`config.mk`:
```
export PLATFORM = sky130hd
export DESIGN_NAME = full_adder_core
export DESIGN_NICKNAME = d
export VERILOG_FILES = /design/src/rtl/full_adder_core.sv
export SDC_FILE = /design/constraint.sdc
export NUM_CORES = 1
export LEC_CHECK = 0
export BUFFER_PORTS_ARGS = -buffer_cell sky130_fd_sc_hd__buf_4
export CAP_MARGIN = 30
export CORE_AREA = 3 3 40 42
export DETAILED_ROUTE_END_ITERATION = 6
export DIE_AREA = 0 0 43 45
export GPL_TIMING_DRIVEN = 0
export PLACE_DENSITY = 0.42
export SYNTH_ARGS = -nofsm -noshare
export SYNTH_HDL_FRONTEND = slang
export SYNTH_SLANG_ARGS = --single-unit
```
`constraint.sdc`:
```
create_clock -name clk -period 2.71 [get_ports clk]
set_input_delay 0.1355 -clock clk [delete_from_list [all_inputs] [get_ports clk]]
set_output_delay 0.1355 -clock clk [all_outputs]
set_load 0.01 [all_outputs]
```
`src/rtl/full_adder_core.sv`:
```
// full_adder_core: registered ripple-carry adder built from a chain of 1-bit
// full-adder cells. {co, so} = a + b + ci, presented one clock after a valid
// input. ovf flags two's-complement overflow (carry into MSB ^ carry out).

// Single-bit full-adder cell; the leaf of the ripple chain.
module fa_cell (
    input  logic a,
    input  logic b,
    input  logic ci,
    output logic s,
    output logic co
);
    assign s  = a ^ b ^ ci;
    assign co = (a & b) | (a & ci) | (b & ci);
endmodule

module full_adder_core #(
    parameter int unsigned WIDTH = 1
) (
    input  logic             clk,
    input  logic             rst,
    input  logic             in_valid,
    input  logic [WIDTH-1:0] a,
    input  logic [WIDTH-1:0] b,
    input  logic             ci,
    output logic [WIDTH-1:0] so,
    output logic             co,
    output logic             ovf,
    output logic             out_valid
);
    // c[i] is the carry into cell i; c[WIDTH] is the carry out of the MSB.
    logic [WIDTH:0]   c;
    logic [WIDTH-1:0] s;

    assign c[0] = ci;

    // One cell per bit; carry ripples combinationally within the cycle.
    for (genvar i = 0; i < WIDTH; i++) begin : g_cell
        fa_cell u_cell (
            .a  (a[i]),
            .b  (b[i]),
            .ci (c[i]),
            .s  (s[i]),
            .co (c[i+1])
        );
    end

    // Output register: reset wins; otherwise capture only on a valid input so
    // that results hold (and garbage on idle inputs never reaches the outputs).
    always_ff @(posedge clk) begin
        if (rst) begin
            so        <= '0;
            co        <= 1'b0;
            ovf       <= 1'b0;
            out_valid <= 1'b0;
        end else begin
            out_valid <= in_valid;
            if (in_valid) begin
                so  <= s;
                co  <= c[WIDTH];
                ovf <= c[WIDTH] ^ c[WIDTH-1];
            end
        end
    end
endmodule

```
==> results of run 1 <==
-- per-stage QoR --
stage	utilization	hold WS (ns)	setup WS, ns	instances	instance area [sq um]
after floorplan	-	0.2001	1.726	13	158.9
after global placement	0.1908	0.3276	1.568	37	245.2
after detailed placement	0.1908	0.3336	1.560	37	245.2
after CTS	0.2084	0.07909	1.808	40	267.8
after global routing	0.2084	0.07633	1.787	40	267.8
final	0.2084	0.08404	1.806	40	267.8
-- power by group --
part	total [mW]	switching (mW)	internal, mW	leakage [nW]
sequential	0.0656	0.00186	0.0637	0.0332
clock	0.0746	0.0251	0.0496	0.0138
combinational	0.0286	0.0122	0.0164	0.0760
total	0.169	0.0391	0.130	0.123
-- kinds of logic (layout without fill, tap and decap cells) --
family | after synthesis | after routing
AOI/OAI and AO/OA | 1 | 1
and+or+nand+nor | 4 | 4
DFF | 4 | 4
muxes | 2 | 2
xor gates and xnor gates | 1 | 1
buffers and inverters | 0 | 12
adders and majority gates | 1 | 1
-- state kept, by name, summed over array words and instances (netlist names) --
name,count
co,1
out_valid,1
ovf,1
so,1
-- worst max path at each step --
stage	from	end	cells after the start	slack (ns)
floorplan	a	ovf	3	1.73
global placement	a	ovf	4	1.57
detailed placement	a	ovf	4	1.56
CTS	a	ovf	4	1.81
global route	a	ovf	4	1.79
finish	a	ovf	4	1.81
-- synthesized netlist by cell type, drive strengths merged --
master,number,area [sq um]
a211oi,1,12.51
nor2b,1,6.260
dfxtp,4,80.08
mux2i,2,20.02
nor2,3,11.26
xnor2,1,8.760
fa,1,20.02
-- final cells by class --
class / instances / area (sq um) / area share
clock buffer: 3 / 22.52 / 0.08411
tap: 15 / 18.77 / 0.07009
sequential: 4 / 80.08 / 0.2991
multi-input combinational: 9 / 78.83 / 0.2944
timing repair buffer: 9 / 67.56 / 0.2523
-- cells in the final DEF (no fill, tap or decap) --
master    netlist  final
buf_4           0      9
clkbuf_4        0      3
nor2b_1         1      1
dfxtp_1         4      4
fa_1            1      1
a211oi_2        1      1
xnor2_1         1      1
nor2_1          3      3
mux2i_1         2      2
-- routing by layer --
layer | vias to the layer above | GRT usage | share of wire | wire length [um]
met1 | 62 | 0.04358 | 0.39 | 140
met5 | - | 0 | 0 | 0
met2 | 10 | 0.05090 | 0.41 | 147
li1 | 68 | - | - | -
met4 | 0 | 0.01807 | 0 | 0
met3 | 0 | 0.07570 | 0.19 | 67
-- critical path, delay by kind of cell --
family / cells / cell delay, ns
buffers and inverters: 1 / 0.11
xor gates and xnor gates: 1 / 0.16
AOI/OAI and AO/OA: 1 / 0.20
adders and majority gates: 1 / 0.46
==> metrics.md, run 1 <==
| Metric | Value |
|---|---|
| Reg2reg setup slack | around 2.1 ns |
| Maximum vdd drop | around 220 uV |
| Leakage | between 0.1 and 0.15 nW |
| Synth Area in XOR/XNOR | 0.05512 |
| Worst Setup End Kind | register |
| Synth Area in Compound Gates | 0.07874 |
| Critical Path Start Type | input pin |
| Worst hold path class | input pin to register |
| RSZ-0062 raised after global routing | no |
| Vias per std cell | ~3.5 |
| Hold_sp | rst |
| P per Cell Area | between 600 and 700 mW/mm^2 |
| Cell Chain, Critical Path | buf_4 -> fa_1 -> xnor2_1 -> a211oi_2 |
| I/O pin count | 10 |
| Sequential share of the synthesized area | 0.5039 |
| DRT iter0 DRCs | 2 |
| WHS Path Cells | 2 |
| Remaining global-route overflow | 0 |
| Syn avg cell area | 12.22 sq um |
| DRC errors left | 0 |
| Final Critical Period | approximately 0.90 ns |
| Wire per inst | 8.875 um |
| Vias in the first global route | 139 |
| Mux cell area share after synthesis | 0.1260 |
| R2R cell count | 2 |
| CP required | ~2.9 ns |
| CTS resizes | 0 |
| Adder-cell area share of the yosys netlist | 0.1260 |
| 1st-pass router iterations | 2 |
| CTS H-tree lvls | 1 |
| TritonCTS Buffers | 3 |
| Fill cells | around 150 |
| Antenna violations before repair | 0 |
| Max-cap viol count | 0 |
| Outcome | finished, final reports clean |
| CTS tree | yes |
| # nets final | 34 |
| Hold_buf cts | 0 |
| Initial Utilization | 0.1237 |
| Cell Rows | 13 |
| DIE HEIGHT | 45 um |
| Die X | 43 um |
| RePlAce Congestion | between 0.6 and 0.7 |
| Hold Path End | ovf |
| R2r startpoint | ovf |
| Total power | roughly 170 uW |
| Netlist cell types | 7 |
| Cells after synthesis | 13 |
| Worst-Skew Late Latency | 0.23 ns |
| #FFs+latches synth | 4 |
| Clock Sinks | 4 |
| CP Max Fanout | 2 |
| Largest family of logic cells by synthesized area | adder cells |
| Period utilisation layout | 0.3336 |
| GRT Util Overall | 0.04754 |
| Clk slew on worst S/H paths | about 0.040 ns |
| Die ar. | ~0.0019 sq mm |
| Endpoints failing setup | 0 |
| Final Skew | 0 ns |
| Total number of vias | 140 |
| Worst-Margin Slew | about 0.18 ns |
| Routed Antenna Nets | 0 |
| Rel. slew slack | 0.8822 |
| Arr. time, crit path | between 1 and 1.5 ns |
| Syn nets | 20 |
| Critical path class | input pin to register |
| Slowest-stage cell, CP | fa_1 |
| Root buf cell | clkbuf_4 |
| CP peak stage delay | ~0.46 ns |
| Final WL | around 360 um |
| Max frequency | roughly 1100 MHz |
| Cell area after synthesis | roughly 160 sq um |
| Port Buffer Count | 9 |
| Core Region | around 0.0013 sq mm |
| Reg2reg end | ovf |
| Number of synthesis warnings | 0 |
| Area growth from synthesis to layout | 68.50% |
| First-pass GRT wire length | between 500 and 600 um |
| Pin count of the biggest net entering global routing | 6 |
| # diodes | 0 |
| Setup_tns | 0 ns |
| Post-Synth Simple-Gate Area | 0.1102 |
| Setup Fix Bufs, Post-CTS | 0 |
| Clk buf depth | 2 |
| Share of cells above drive strength 1 | 0.5200 |
| Final hold vios | 0 |
| Slew Limit Fails | 0 |
Power figures use the tool's default switching activity.
==> inputs of run 2 (changes only) <==
--- a/config.mk
+++ b/config.mk
@@ -5,13 +5,14 @@
 export SDC_FILE = /design/constraint.sdc
 export NUM_CORES = 1
 export LEC_CHECK = 0
+export ABC_AREA = 1
 export BUFFER_PORTS_ARGS = -buffer_cell sky130_fd_sc_hd__buf_4
 export CAP_MARGIN = 30
 export CORE_AREA = 3 3 40 42
 export DETAILED_ROUTE_END_ITERATION = 6
 export DIE_AREA = 0 0 43 45
 export GPL_TIMING_DRIVEN = 0
-export PLACE_DENSITY = 0.42
+export PLACE_DENSITY = 0.43
 export SYNTH_ARGS = -nofsm -noshare
 export SYNTH_HDL_FRONTEND = slang
 export SYNTH_SLANG_ARGS = --single-unit
==> constraint.sdc (replaced) <==
create_clock -name clk -period 0.9 [get_ports clk]
set_input_delay 0.045 -clock clk [delete_from_list [all_inputs] [get_ports clk]]
set_output_delay 0.045 -clock clk [all_outputs]
set_load 0.01 [all_outputs]
==> run 2 against run 1 <==
Effect of this change: flip-flop and latch count did not move; non-clock buffer count up 1; final cell count rose by 25%; clock power grew to 3.0 times the previous value; sequential share of layout area decreased by 2.2 points; hold slack lost 0.0029 ns; utilization is 1.7 points higher; wire length increased by 3.1%; die area unchanged; critical endpoint unchanged; highest routed layer unchanged.
==> metrics.md, run 2 <==
| Metric | Value |
|---|---|
| Outcome | finished, final reports clean |
| Yosys top cell area share | 0.4706 (-0.03335) |
| Post-synth top area cell | dfxtp_1 |
| Gr busiest metal | met3 |
| Endpoints failing setup | 0 (unchanged) |
| Final Critical Period | 0.7380 ns |
| Met3 Usage GRT | 0.06375 (-0.01195) |
| CTS H-tree lvls | 1 (unchanged) |
| R2r startpoint | ovf |
| Ys async rst share | 0 (unchanged) |
| Reg2reg end | ovf |
| Int Power | 386.9 uW (+200%) |
| CP required | 1.08 ns (-1.79 ns) |
| Max-cap viol count | 0 (unchanged) |
| Routing usage on met2 | 0.05988 (+0.008982) |
| Port Buffer Count | 9 (unchanged) |
| Slowest-stage cell, CP | dlygate4sd3_1 |
| # diodes | 0 (unchanged) |
| Cell area after synthesis | 170.2 sq um (+7.1%) |
| Remaining global-route overflow | 0 (unchanged) |
| Arr. time, crit path | 0.92 ns (-0.15 ns) |
| Maximum vdd drop | 592.3 uV (+170%) |
| Ranking of synthesized cells by area | dfxtp_1, nand2_1, fa_1 |
| Leakage | 0.1507 nW (+22%) |
| GR Util met1 | 0.04843 (+0.004843) |
| Worst-Margin Slew | 0.1190 ns (-0.05652 ns) |
| P per Cell Area | 1746 mW/mm^2 (+180%) |
| Area growth from synthesis to layout | 69.85% |
| CP startpoint | rst |
| Netlist cell types | 8 (+1) |
| Critical Path Start Type | input pin |
| Period utilisation layout | 0.8200 |
| Clock Sinks | 4 (unchanged) |
| Clk buf depth | 2 (unchanged) |
| Final WL | 366 um (+3.1%) |
| Reg power frac | 0.389 (about the same) |
| Die ar. | 0.001935 sq mm (unchanged) |
| Vias per std cell | 3.600 (+2.9%) |
| Slew Limit Fails | 0 (unchanged) |
| RePlAce Congestion | 0.6916 (+6.0%) |
| Antenna violations before repair | 0 (unchanged) |
| Number of synthesis warnings | 0 (unchanged) |
| Final hold vios | 0 (unchanged) |
| Dpl cells | 46 (+24%) |
| Cell Chain, Critical Path | dlygate4sd3_1 -> buf_4 -> nor2_2 -> nand2_1 -> inv_1 |
| Final Skew | 0 ns (unchanged) |
| Comb pwr share | 0.169 (about the same) |
| First-pass GRT wire length | 607 um (+8.8%) |
| TritonCTS Buffers | 3 (unchanged) |
| DRT iter0 DRCs | 2 (unchanged) |
| Post-synth top flop | dfxtp_1 |
| Cell Rows | 13 (unchanged) |
| Syn nets | 29 (+45%) |
| Wire per inst | 7.320 um (-18%) |
| Worst Setup End Kind | register |
| Critical Path End | ovf |
| CP Max Fanout | 4 (+2) |
| Commonest non-fill, non-tap cell in the layout | buf_4 |
| DRC errors left | 0 (unchanged) |
| Total number of vias | 180 (+29%) |
| Worst hold path class | input pin to register |
| Cells after synthesis | 22 (+9) |
| Critical path class | input pin to register |
| Routed Antenna Nets | 0 (unchanged) |
| Number of synthesized flops with an enable pin | 0 (unchanged) |
| Share of cells above drive strength 1 | 0.3714 (-0.1486) |
| Clock network power share | 0.442 (about the same) |
| Switching part of the total | 0.2335 (+0.001562) |
| R2R cell count | 4 (+2) |
| RSZ-0062 raised after global routing | no |
| Total power | 504.7 uW (+200%) |
| Rel. slew slack | 0.9204 (+0.03823) |
| Die X | 43 um (unchanged) |
| Final cell count without fillers | 50 (+25%) |
| Most frequent cells in the layout | buf_4, nand2_1, inv_1, dfxtp_1, clkbuf_4 |
| Root buf cell | clkbuf_4 |
| GRT Util Overall | 0.04671 (-0.0008340) |
| DIE HEIGHT | 45 um (unchanged) |
| Clk slew on worst S/H paths | 0.04 ns (about the same) |
| Setup_tns | 0 ns (unchanged) |
| Sequential share of the synthesized area | 0.4706 (-0.03335) |
| Worst-Skew Late Latency | 0.23 ns (about the same) |
| # nets final | 44 (+29%) |
| Setup Fix Bufs, Post-CTS | 0 (unchanged) |
| Reg2reg setup slack | 0.24 ns (-1.85 ns) |
| Syn avg cell area | 7.735 sq um (-37%) |
| Pin count of the biggest net entering global routing | 6 (unchanged) |
| #FFs+latches synth | 4 (unchanged) |
| CP peak stage delay | 0.53 ns (+0.07 ns) |
| Vias in the first global route | 163 (+17%) |
| Max frequency | between 1000 and 1500 MHz |
| 1st-pass router iterations | 2 (unchanged) |
| Net Sw Power | 117.8 uW (+200%) |
| Initial Utilization | 0.1324 (+0.008764) |
| Cell with the most instances after synthesis | nand2_1 |
| Commonest cells in the netlist | nand2_1, dfxtp_1, inv_1 |
| I/O pin count | 10 (unchanged) |
| Core Region | 0.001285 sq mm (unchanged) |
| CTS tree | yes |
| Layout Utilization | 0.2249 (+0.01655) |
-- run 2: critical path: cells and delay by family --
kind | cells | cell delay, ns
buffers and inverters | 3 | 0.72
and+or+nand+nor | 2 | 0.14
-- run 2: cell families after synthesis --
logic type,after synthesis,share of synthesized area
AND/OR/NAND/NOR,11,0.2647
buffers and inverters,4,0.08821
flip-flops,4,0.4706
AO/OA/AOI/OAI,2,0.05883
adder cells (fa/ha/maj),1,0.1177
-- run 2: power groups by stage --
stage                     logic, mW  clock network, mW  registers (mW)
after global routing         0.0962              0.253           0.197
after CTS                    0.0874              0.236           0.196
after floorplan              0.0289                  0           0.205
after detailed placement     0.0836                  0           0.199
after global placement       0.0827                  0           0.199
final                        0.0854              0.223           0.196
-- run 2: through the flow --
step	setup WS [ns]	cell area [sq um]	hold WS, ns
3_5_place_dp	-0.06080	256.5	0.2459
3_3_place_gp	-0.06346	256.5	0.2460
2_1_floorplan	0.1011	170.2	0.1141
4_1_cts	0.1653	289.0	0.07937
6_report	0.1620	289.0	0.08111
5_1_grt	0.1391	289.0	0.09913
-- run 2: worst min-delay path by stage --
| stage | end | slack (ns) | start | depth (start not counted) |
|---|---|---|---|---|
| finish | out_valid | 0.08 | in_valid | 3 |
| global route | out_valid | 0.1 | in_valid | 3 |
| CTS | out_valid | 0.08 | in_valid | 3 |
| detailed placement | so | 0.25 | rst | 2 |
| global placement | so | 0.25 | rst | 2 |
| floorplan | co | 0.11 | rst | 1 |
-- run 2: per-layer routing --
metal / share of wire / up-vias
met1: 0.42 / 81
met3: 0.12 / 0
li1: - / 92
met2: 0.46 / 7
met5: 0 / -
met4: 0 / 0
-- run 2: repair_timing --
item	in CTS	in global routing
gates resized for setup	0	0
endpoints found under the hold margin	2	0
hold buffers	1	0
-- run 2: final cells by class --
cell class / instances / area (sq um)
Fill cell: 150 / 996.0
Sequential cell: 4 / 80.08
Timing Repair Buffer: 10 / 77.57
Multi-Input combinational cell: 14 / 75.07
Inverter: 4 / 15.01
Tap cell: 15 / 18.77
Clock buffer: 3 / 22.52
==> inputs of run 3 (changes only) <==
--- a/config.mk
+++ b/config.mk
@@ -5,14 +5,14 @@
 export SDC_FILE = /design/constraint.sdc
 export NUM_CORES = 1
 export LEC_CHECK = 0
-export ABC_AREA = 1
+export ABC_AREA = 0
 export BUFFER_PORTS_ARGS = -buffer_cell sky130_fd_sc_hd__buf_4
 export CAP_MARGIN = 30
 export CORE_AREA = 3 3 40 42
 export DETAILED_ROUTE_END_ITERATION = 6
 export DIE_AREA = 0 0 43 45
 export GPL_TIMING_DRIVEN = 0
-export PLACE_DENSITY = 0.43
+export PLACE_DENSITY = 0.42
 export SYNTH_ARGS = -nofsm -noshare
 export SYNTH_HDL_FRONTEND = slang
 export SYNTH_SLANG_ARGS = --single-unit
==> constraint.sdc (replaced) <==
create_clock -name clk -period 0.8 [get_ports clk]
set_input_delay 0.04 -clock clk [delete_from_list [all_inputs] [get_ports clk]]
set_output_delay 0.04 -clock clk [all_outputs]
set_load 0.01 [all_outputs]
==> run 3 against run 2 <==
Effect of this change: sequential power grew 13%; sequential share of layout area is 0.12 points higher; worst setup slack lost 0.096 ns; count of clock-buffer cells in the layout is the same; register-to-register slack worse by 0.06 ns; final cell count shrank 18%; largest cell class is now multi-input gates; largest power group unchanged.
==> metrics.md, run 3 (synthesis gave the netlist of run 1 again) <==
| Metric | Value |
|---|---|
| Initial Utilization | 0.1237 (-0.008764) |
| Vias in the first global route | 159 (-2.5%) |
| # diodes | 0 (unchanged) |
| Rel. slew slack | 0.9124 (-0.007942) |
| Reg2reg setup slack | 0.18 ns (-0.06 ns) |
| Critical Path Start Type | input pin |
| Commonest non-fill, non-tap cell in the layout | buf_4 |
| Core Region | 0.001285 sq mm (unchanged) |
| Arr. time, crit path | 0.90 ns (-0.02 ns) |
| Final cell count without fillers | 41 (-18%) |
| WP buf/inv | 1 (-2) |
| Root buf cell | clkbuf_4 |
| Wire per inst | 9.366 um (+28%) |
| Worst-Margin Slew | 0.1277 ns (+0.008700 ns) |
| Switching part of the total | 0.2400 (+0.006519) |
| Antenna violations before repair | 0 (unchanged) |
| Clock network power share | 0.439 (-0.003) |
| RSZ-0062 raised after global routing | no |
| Clk slew on worst S/H paths | 0.04 ns (about the same) |
| DRT iter0 DRCs | 0 (-2) |
| Max-cap viol count | 0 (unchanged) |
| Reg2reg end | ovf |
| DIE HEIGHT | 45 um (unchanged) |
| Cell Rows | 13 (unchanged) |
| CTS H-tree lvls | 1 (unchanged) |
| First-pass GRT wire length | 662 um (+9.1%) |
| Endpoints failing setup | 0 (unchanged) |
| WHS Path Cells | 2 (-1) |
| Outcome | finished, final reports clean |
| Routed Antenna Nets | 0 (unchanged) |
| Clock Sinks | 4 (unchanged) |
| CP peak stage delay | 0.41 ns (-0.12 ns) |
| Critical path class | input pin to register |
| Slew Limit Fails | 0 (unchanged) |
| Final Skew | 0 ns (unchanged) |
| R2r startpoint | ovf |
| Vias per std cell | 3.415 (-5.1%) |
| Multi-input gate area | 88.84 sq um (+18%) |
| CTS tree | yes |
| Slowest-stage cell, CP | fa_2 |
| Leakage | 0.1320 nW (-12%) |
| CP top delay family | adder cells |
| Pin count of the biggest net entering global routing | 6 (unchanged) |
| Total power | 588.6 uW (+17%) |
| Hold Path End | ovf |
| Comb pwr share | 0.184 (+0.015) |
| Total number of vias | 140 (-22%) |
| Port Buffer Count | 9 (unchanged) |
| RePlAce Congestion | 0.6200 (-10%) |
| DRC errors left | 0 (unchanged) |
| Worst-Skew Late Latency | 0.24 ns (about the same) |
| CTS resizes | 0 (unchanged) |
| Hold_sp | in_valid |
| Int Power | 447.4 uW (+16%) |
| CP required | 0.96 ns (-0.12 ns) |
| Most frequent cells in the layout | buf_4, dfxtp_1, nor2_1, clkbuf_4, mux2i_1 |
| Fill cells | 145 (-3.3%) |
| P per Cell Area | 2045 mW/mm^2 (+17%) |
| # nets final | 35 (-20%) |
| GRT Util Overall | 0.04996 (+0.003253) |
| Period utilisation layout | 0.9169 |
| Clk buf depth | 2 (unchanged) |
| Final Critical Period | roughly 0.73 ns |
| Area growth from synthesis to layout | 81.10% |
| Net Sw Power | 141.3 uW (+20%) |
| Reg power frac | 0.377 (-0.012) |
| I/O pin count | 10 (unchanged) |
| Share of cells above drive strength 1 | 0.5769 (+0.2055) |
| Worst Setup End Kind | register |
| Max frequency | about 1400 MHz |
| Final WL | 384 um (+4.9%) |
| R2R cell count | 2 (-2) |
| Die ar. | 0.001935 sq mm (unchanged) |
| Dpl cells | 37 (-20%) |
| Maximum vdd drop | 571.6 uV (-3.5%) |
| CP Max Fanout | 2 (-2) |
| Storage cell area | 80.08 sq um (unchanged) |
| Worst hold path class | input pin to register |
| Remaining global-route overflow | 0 (unchanged) |
| Cell Chain, Critical Path | buf_4 -> fa_2 -> xnor2_2 -> a211oi_2 |
| 1st-pass router iterations | 1 (-1) |
| Die X | 43 um (unchanged) |
| Final hold vios | 0 (unchanged) |
| TritonCTS Buffers | 3 (unchanged) |
[run 3: changes by cell type in the layout (fill, tap and decap cells not counted), sizes merged, moves of 2 or more]
cell | before | now
nand2 | 7 | 0
mux2i | 0 | 2
a21oi | 2 | 0
inv | 4 | 0
[run 3: area by class of cell]
type                       instances  area share
clock buffer                       3     0.07826
multi-input combinational          9      0.3087
sequential                         4      0.2783
tap                               15     0.06522
timing repair buffer              10      0.2696
[run 3: power by group through the flow]
stage	sequential [mW]	combinational, mW	clock [mW]
4_1_cts	0.222	0.111	0.272
3_3_place_gp	0.225	0.104	0
6_report	0.222	0.108	0.258
5_1_grt	0.224	0.119	0.284
2_1_floorplan	0.233	0.0397	0
3_5_place_dp	0.225	0.106	0
[run 3: timing repair]
action,CTS,global route
hold buffers,1,0
setup buffers,0,0
hold endpoints to repair,4,0
[run 3: stage by stage]
step / setup WS [ns] / setup TNS, ns / hold slack (ns) / util / instance area [sq um]
final: 0.06646 / 0 / 0.03082 / 0.2240 / 287.8
after global routing: 0.02653 / 0 / 0.04234 / 0.2240 / 287.8
after CTS: 0.06362 / 0 / 0.02765 / 0.2240 / 287.8
after detailed placement: -0.1881 / -0.4145 / 0.2370 / 0.1986 / 255.2
after global placement: -0.1663 / -0.3664 / 0.2324 / 0.1986 / 255.2
after floorplan: -0.001757 / -0.001757 / 0.1046 / - / 168.9
[run 3: how the worst max path moves through the flow]
stage,start,to,slack [ns],cells past startpoint
after floorplan,ci,ovf,-0.002,3
after global placement,ci,ovf,-0.17,4
after detailed placement,ci,ovf,-0.19,4
after CTS,co,co,0.06,1
after global routing,co,co,0.03,1
final,ci,ovf,0.07,4
[run 3: layer usage]
layer	up-vias	share of wire	GRT usage
met1	61	0.49	0.05783
met3	0	0.12	0.02390
met2	9	0.39	0.06287
met4	0	0	0.05422
li1	70	-	-
met5	-	0	0
